--- config.mk ---
export PLATFORM = sky130hd
export DESIGN_NAME = mem_access_sequencer
export DESIGN_NICKNAME = d
export VERILOG_FILES = /design/src/rtl/mem_seq_pkg.sv /design/src/rtl/mem_seq_sync.sv /design/src/rtl/mem_access_sequencer.sv
export SDC_FILE = /design/constraint.sdc
export NUM_CORES = 1
export LEC_CHECK = 0
export ABC_AREA = 1
export CAP_MARGIN = 20
export CORE_MARGIN = 2
export CORE_UTILIZATION = 35
export CTS_BUF_LIST = sky130_fd_sc_hd__clkbuf_8
export CTS_CLUSTER_DIAMETER = 150
export DETAILED_ROUTE_END_ITERATION = 10
export PLACE_DENSITY_LB_ADDON = 0.12
export SYNTH_ARGS = -nofsm -noshare
export SYNTH_HDL_FRONTEND = slang
export SYNTH_SLANG_ARGS = --single-unit
--- constraint.sdc ---
create_clock -name Clk -period 3 [get_ports Clk]
set_input_delay 0.6 -clock Clk [delete_from_list [all_inputs] [get_ports Clk]]
set_output_delay 0.6 -clock Clk [all_outputs]
set_load 0.01 [all_outputs]
--- src/rtl/mem_seq_pkg.sv ---
// Opcodes, FSM state encoding, error codes and opcode helpers shared by the
// memory access sequencer and its testbench.
package mem_seq_pkg;

  localparam logic [5:0] LW  = 6'b000000;
  localparam logic [5:0] LUB = 6'b000001;
  localparam logic [5:0] LUH = 6'b000010;
  localparam logic [5:0] LDD = 6'b000011;
  localparam logic [5:0] SW  = 6'b000100;
  localparam logic [5:0] SB  = 6'b000101;
  localparam logic [5:0] SH  = 6'b000110;
  localparam logic [5:0] SDD = 6'b000111;
  localparam logic [5:0] LSB = 6'b001001;
  localparam logic [5:0] LSH = 6'b001010;

  typedef enum logic [2:0] {
    S_IDLE, S_ISSUE, S_ARM, S_WAIT, S_NEXT, S_FINISH
  } state_t;

  localparam logic [1:0] ERR_NONE    = 2'b00;
  localparam logic [1:0] ERR_STORE   = 2'b01;
  localparam logic [1:0] ERR_TIMEOUT = 2'b10;
  localparam logic [1:0] ERR_ILLEGAL = 2'b11;

  function automatic logic is_legal_op(input logic [5:0] op);
    return (op <= SDD) || (op == LSB) || (op == LSH);
  endfunction

  function automatic logic is_load(input logic [5:0] op);
    return is_legal_op(op) && !(op inside {SW, SB, SH, SDD});
  endfunction

  function automatic logic is_dword(input logic [5:0] op);
    return (op == LDD) || (op == SDD);
  endfunction

  // The RAM has no doubleword ops; each half is issued as a plain word access.
  function automatic logic [5:0] ram_op(input logic [5:0] op);
    if (op == LDD) return LW;
    if (op == SDD) return SW;
    return op;
  endfunction

  function automatic logic is_aligned(input logic [5:0] op, input logic [2:0] a);
    case (op)
      LDD, SDD:     return a == 3'b000;
      LW, SW:       return a[1:0] == 2'b00;
      LUH, SH, LSH: return a[0] == 1'b0;
      default:      return 1'b1;
    endcase
  endfunction

endpackage

--- src/rtl/mem_seq_sync.sv ---
// STAGES-deep flop synchronizer for an asynchronous level input, with a
// synchronous clear that also empties the pipeline of stale values.
module mem_seq_sync #(
  parameter int STAGES = 2
) (
  input  logic i_clk,
  input  logic i_clr,
  input  logic i_d,
  output logic o_q
);

  logic [STAGES-1:0] r_sync;

  always_ff @(posedge i_clk) begin
    if (i_clr) begin
      r_sync <= '0;
    end else begin
      r_sync <= STAGES'({r_sync, i_d});
    end
  end

  assign o_q = r_sync[STAGES-1];

endmodule

--- src/rtl/mem_access_sequencer.sv ---
// Sequences one CU memory request onto the level-toggle 512x8 RAM, splitting
// doublewords into two word accesses. Define MEM_SEQ_ALIGN_CHECK_EN to reject
// misaligned requests before the RAM is touched.
module mem_access_sequencer
  import mem_seq_pkg::*;
#(
  parameter int TIMEOUT_CYCLES = 16,
  parameter int SYNC_STAGES    = 2
) (
  input  logic        Clk,
  input  logic        Reset,
  input  logic        Req,
  input  logic [5:0]  OpCode,
  input  logic [31:0] Address,
  input  logic [31:0] DataIn_Hi,
  input  logic [31:0] DataIn_Lo,
  output logic        Busy,
  output logic        Done,
  output logic        Error,
  output logic [1:0]  ErrCode,
  output logic [31:0] DataOut_Hi,
  output logic [31:0] DataOut_Lo,
  output logic        Ram_Enable,
  output logic [5:0]  Ram_OpCode,
  output logic [31:0] Ram_Address,
  output logic [31:0] Ram_DataIn,
  input  logic [31:0] Ram_DataOut,
  input  logic        Ram_MFC,
  input  logic        Ram_MSET
);

  localparam int CNT_W = $clog2(TIMEOUT_CYCLES + 1);

  state_t             r_state, w_state_nxt;
  logic [5:0]         r_op;
  logic               r_second;
  logic [31:0]        r_data_lo;
  logic [1:0]         r_errcode;
  logic [31:0]        r_dout_hi, r_dout_lo;
  logic               r_ram_en;
  logic [5:0]         r_ram_op;
  logic [31:0]        r_ram_addr, r_ram_din;
  logic [CNT_W-1:0]   r_cnt;

  logic w_mfc, w_mset, w_misalign, w_sync_clr;
  logic w_accept, w_start, w_toggle, w_load_cnt, w_capture, w_advance, w_err_we;
  logic [1:0] w_err_nxt;

  // Clearing the synchronizers on every Enable toggle guarantees that a
  // completion left high by the previous access can never be taken.
  assign w_sync_clr = Reset | w_toggle;

  mem_seq_sync #(.STAGES(SYNC_STAGES)) u_sync_mfc (
    .i_clk(Clk), .i_clr(w_sync_clr), .i_d(Ram_MFC),  .o_q(w_mfc)
  );
  mem_seq_sync #(.STAGES(SYNC_STAGES)) u_sync_mset (
    .i_clk(Clk), .i_clr(w_sync_clr), .i_d(Ram_MSET), .o_q(w_mset)
  );

`ifdef MEM_SEQ_ALIGN_CHECK_EN
  assign w_misalign = !is_aligned(OpCode, Address[2:0]);
`else
  assign w_misalign = 1'b0;
`endif

  always_ff @(posedge Clk) begin
    if (Reset) begin
      r_state <= S_IDLE;
    end else begin
      r_state <= w_state_nxt;
    end
  end

  always_comb begin
    // NOTE: every output of this block gets a default before the case, so no
    // path can leave one unassigned and infer a latch.
    w_state_nxt = r_state;
    w_accept    = 1'b0;
    w_start     = 1'b0;
    w_toggle    = 1'b0;
    w_load_cnt  = 1'b0;
    w_capture   = 1'b0;
    w_advance   = 1'b0;
    w_err_we    = 1'b0;
    w_err_nxt   = ERR_NONE;
    unique case (r_state)
      S_IDLE: if (Req) begin
        w_accept = 1'b1;
        w_err_we = 1'b1;
        if (!is_legal_op(OpCode) || w_misalign) begin
          w_err_nxt   = ERR_ILLEGAL;
          w_state_nxt = S_FINISH;
        end else begin
          w_start     = 1'b1;
          w_state_nxt = S_ISSUE;
        end
      end
      S_ISSUE: begin
        w_toggle    = 1'b1;
        w_state_nxt = S_ARM;
      end
      S_ARM: begin
        w_load_cnt  = 1'b1;
        w_state_nxt = S_WAIT;
      end
      S_WAIT: begin
        if (w_mset) begin
          w_err_we    = 1'b1;
          w_err_nxt   = ERR_STORE;
          w_state_nxt = S_FINISH;
        end else if (w_mfc) begin
          w_capture = is_load(r_op);
          if (is_dword(r_op) && !r_second) begin
            w_state_nxt = S_NEXT;
          end else begin
            w_err_we    = 1'b1;
            w_state_nxt = S_FINISH;
          end
        end else if (r_cnt == CNT_W'(1)) begin
          w_err_we    = 1'b1;
          w_err_nxt   = ERR_TIMEOUT;
          w_state_nxt = S_FINISH;
        end
      end
      S_NEXT: begin
        w_advance   = 1'b1;
        w_state_nxt = S_ISSUE;
      end
      S_FINISH: w_state_nxt = S_IDLE;
      default:  w_state_nxt = S_IDLE;
    endcase
  end

  always_ff @(posedge Clk) begin
    // NOTE: clocked state uses non-blocking (<=) so every flop samples the
    // pre-edge values regardless of statement order.
    if (Reset) begin
      r_op       <= '0;
      r_second   <= 1'b0;
      r_data_lo  <= '0;
      r_errcode  <= ERR_NONE;
      r_dout_hi  <= '0;
      r_dout_lo  <= '0;
      r_ram_en   <= 1'b0;
      r_ram_op   <= '0;
      r_ram_addr <= '0;
      r_ram_din  <= '0;
      r_cnt      <= '0;
    end else begin
      if (w_accept) begin
        r_op      <= OpCode;
        r_second  <= 1'b0;
        r_data_lo <= DataIn_Lo;
      end
      if (w_start) begin
        r_ram_op   <= ram_op(OpCode);
        r_ram_addr <= Address;
        r_ram_din  <= DataIn_Hi;
      end
      if (w_advance) begin
        r_second   <= 1'b1;
        r_ram_addr <= r_ram_addr + 32'd4;
        r_ram_din  <= r_data_lo;
      end
      if (w_toggle) r_ram_en <= ~r_ram_en;
      if (w_capture) begin
        if (r_second) r_dout_lo <= Ram_DataOut;
        else          r_dout_hi <= Ram_DataOut;
      end
      if (w_err_we) r_errcode <= w_err_nxt;
      if (w_load_cnt)            r_cnt <= CNT_W'(TIMEOUT_CYCLES);
      else if (r_state == S_WAIT) r_cnt <= r_cnt - CNT_W'(1);
    end
  end

  assign Busy        = r_state inside {S_ISSUE, S_ARM, S_WAIT, S_NEXT};
  assign Done        = (r_state == S_FINISH);
  assign Error       = Done && (r_errcode != ERR_NONE);
  assign ErrCode     = r_errcode;
  assign DataOut_Hi  = r_dout_hi;
  assign DataOut_Lo  = r_dout_lo;
  assign Ram_Enable  = r_ram_en;
  assign Ram_OpCode  = r_ram_op;
  assign Ram_Address = r_ram_addr;
  assign Ram_DataIn  = r_ram_din;

endmodule

==> results by group <==
Outcome
  • Outcome: completed

Detailed routing
  • Wire per inst: around 15 µm
  • Vias: slightly above 9000
  • WL final: around 29000 µm
  • Post-route DRC: 0
  • Drt pass-1 iters: 5
  • Iteration-0 DRC count of the detailed router: 679
  • Detail Route Antenna Nets: 0
  • Vias per cell: 4.700

Clocking
  • Clk sinks: ~190
  • Post-CTS Hold Buffers: 0
  • H-tree Lvls: 4
  • Clock Tree Buf Depth: 2
  • Setup bufs post-CTS: 0
  • Clk root buf: clkbuf_8
  • Worst-path clk slew: 130 ps
  • Resized Gates After CTS: 0
  • Worst skew pair latency: between 400 and 500 ps
  • CTS tree: yes
  • TritonCTS buffer count: 17

Hold path
  • Min-Delay Startpoint: u_sync_mfc.r_sync[0]
  • HP Class: reg -> reg

Power and ir drop
  • Part of the power in the clock network: around a quarter
  • Comb power frac: 33.8%
  • Power per Cell Area: about 620 nW/µm²
  • Total net switching power: just over 3 mW
  • Pleak: 5.140 nW
  • Switching fraction of total power: around two fifths
  • Worst vdd ir: roughly 0.00032 V
  • Register share of total power: a little over two fifths
  • Int Pwr: around 4.7 mW

Worst setup path
  • Req. time, crit path: 2400 ps
  • Origin of the worst setup path: r_state[1]
  • Critical path capture point type: output pin
  • CP Class: reg -> out
  • Reg-to-reg startpoint: r_state[1]
  • Worst setup SP type: register
  • Worst-path fanout max: 5
  • Critical Path AT: slightly above 2000 ps

Place
  • # port buffers: approximately 280
  • GP Congestion: around 0.85
  • Worst slack, placed: just over 500 ps
  • Final HPWL DP: ~20000 µm

Floorplan
  • Chip width: 165.5 µm
  • Initial core utilization: between 30% and 40%
  • Row Count: 59
  • DIE AREA: roughly 27000 µm²
  • Die height: between 150 and 200 µm
  • Boundary pin count: ~280
  • Core Area: between 20000 and 30000 µm²

STA
  • Max Slew Vio Count: 0
  • Peak Freq: ~0.37 GHz
  • TNS Setup: 0 ps
  • Setup WS post-layout: 333.2 ps
  • Endpoints failing setup: 0
  • Worst clock skew: 26.61 ps
  • Max_slew headroom: between 50% and 60%
  • Final period util: between 80 and 90%
  • Unrepaired setup endpoints after global routing: no
  • Measured slew at the worst slew-check pin: around 650 ps
  • Post-layout min period: 2667 ps
  • Final Hold Fails: 0

Job
  • Total of max-cap violations: 0

Finish
  • Multi-input gate area: ~4000 µm²
  • N_diodes: 0
  • Final core occ: between 40% and 50%
  • Fin nets: 1752
  • Filler Cell Count: ~2700
  • Sequential Area: 3764 µm²
  • Area growth from synthesis to layout: 37.56%
  • Share of cells above drive strength 1: under 10%

GRT
  • Grt ovf: 0
  • First-pass GRT wire length: 45330 µm
  • Initial antenna violation count: 2
  • Vias in the first global route: between 8000 and 9000
  • Tot GR Track Use: between 20% and 30%
  • Largest net degree at the start of global routing: 51

Synth
  • Yosys cell types: between 40 and 50
  • Compound-cell area share of the yosys netlist: a little under an eighth
  • Post-synth EDFFs: 0
  • Primary FF master, synth: dfxtp_1
  • Largest family of logic cells by synthesized area: simple AND/OR/NAND/NOR gates
  • Cells after Synth: between 1000 and 1500
  • Mapped Nets: approximately 1500
  • Area share of the largest cell type after synthesis: 41.23%
  • Synth Area in Adders: less than 1%
  • Cell taking the most area after synthesis: dfxtp_1
  • Xor and xnor fraction of the mapped netlist area: less than 1%
  • Mux cell area share after synthesis: less than 1%
  • Flops & latches, synth: between 150 and 200
  • Post-Synth Simple-Gate Area: around a third
  • Ys async rst share: 0%
  • Synthesis warning total: 0
  • Largest cells by area after synthesis: dfxtp_1, nand2_1, inv_1
  • Post-synthesis sequential area ratio: around two fifths
  • Avg Inst Size Synth: roughly 6.7 µm²
  • Post-Synthesis Cell Area: roughly 9100 µm²
==> placed cells by master (no fill, tap or decap), types with 7 or more instances in the layout <==
cell,instances
nand2_2,11
dfxtp_1,188
clkinv_8,7
o21ai_0,62
nor2_1,218
inv_1,230
buf_4,16
a21oi_1,64
nand4_1,70
clkbuf_8,17
nand3_1,58
clkdlybuf4s50_1,277
nand2_1,312
a22oi_1,27
==> per-layer routing <==
layer / vias up / wire, µm / part of all wire (%) / global-route usage, %
met5: - / 12 / 0.041 / 0
met4: 2 / 408 / 1.4 / 5.133
met3: 35 / 2353 / 8.1 / 5.919
met2: 294 / 13050 / 45 / 34.44
met1: 4115 / 13120 / 45 / 27.11
li1: 4757 / - / - / -
==> power by group through the flow <==
stage                     Sequential (mW)  Combinational [mW]  Clock [mW]
after floorplan                      3.34                1.47           0
after global placement               3.34                2.63           0
after detailed placement             3.34                2.66           0
after CTS                            3.29                2.68        1.95
after global routing                 3.35                2.94        2.05
final                                3.29                2.64        1.89
==> metrics by stage <==
step | cells | hold slack, ps | area [µm²] | power (mW)
after global placement | 1926 | 408.1 | 12100 | 5.973
final | 1958 | 415.7 | 12560 | 7.820
after floorplan | 1371 | 393.6 | 9128 | 4.805
after CTS | 1958 | 413.5 | 12560 | 7.917
after detailed placement | 1926 | 412.8 | 12100 | 6.003
after global routing | 1958 | 435.2 | 12560 | 8.348
==> path summary, 6_finish.rpt <==
path | cells after the start | slack, ps | endpoint
setup reg to reg | 9 | 930 | DataOut_Lo[18]
hold / removal | 2 | 420 | u_sync_mfc.r_sync[1]
setup / recovery | 9 | 330 | Busy
hold reg to reg | 2 | 420 | u_sync_mfc.r_sync[1]
==> cell usage after synthesis, types with 4 or more instances <==
master and instances:
nor2_1 218, o211a_1 6, dfxtp_1 188, o211ai_1 4, nand4_1 70, buf_6 14
a22oi_1 27, a21oi_1 64, buf_2 12, nand2_2 11, buf_1 5, nand2_1 312
clkbuf_1 43, o21ai_0 62, nand3_1 58, nor3_1 5, inv_1 232
==> kinds of logic after synthesis <==
logic type,after synthesis
muxes,1
AOI/OAI and AO/OA,176
buffers and inverters,314
DFF,188
adders and majority gates,3
xor gates and xnor gates,5
and+or+nand+nor,684
==> critical path, stage by stage, from the launching register on <==
cell	delay (ps)
dfxtp_1	370
inv_2	70
nor2_4	130
inv_1	70
nor2_1	110
inv_1	90
nand2_1	60
inv_1	50
nand3_1	100
clkdlybuf4s50_1	550
==> area by class of cell <==
cell class | instances | share of cell area, %
multi-input cells | 869 | 32.23
flip-flops and latches | 188 | 29.98
repair buffers | 298 | 23.72
inverters | 236 | 7.075
well taps | 335 | 3.338
clock buffers | 17 | 1.863
clock inverters | 15 | 1.804
==> state kept, by name, indices dropped and copies added (netlist names) <==
signal              count
Ram_Address            32
u_sync_mfc.r_sync       2
u_sync_mset.r_sync      2
Ram_Enable              1
r_second                1
ErrCode                 2
r_op                    6
r_cnt                   5
r_data_lo              32
Ram_DataIn             32
r_state                 3
Ram_OpCode              6
DataOut_Hi             32
DataOut_Lo             32
Note: power is estimated with default switching activity, not from simulation.
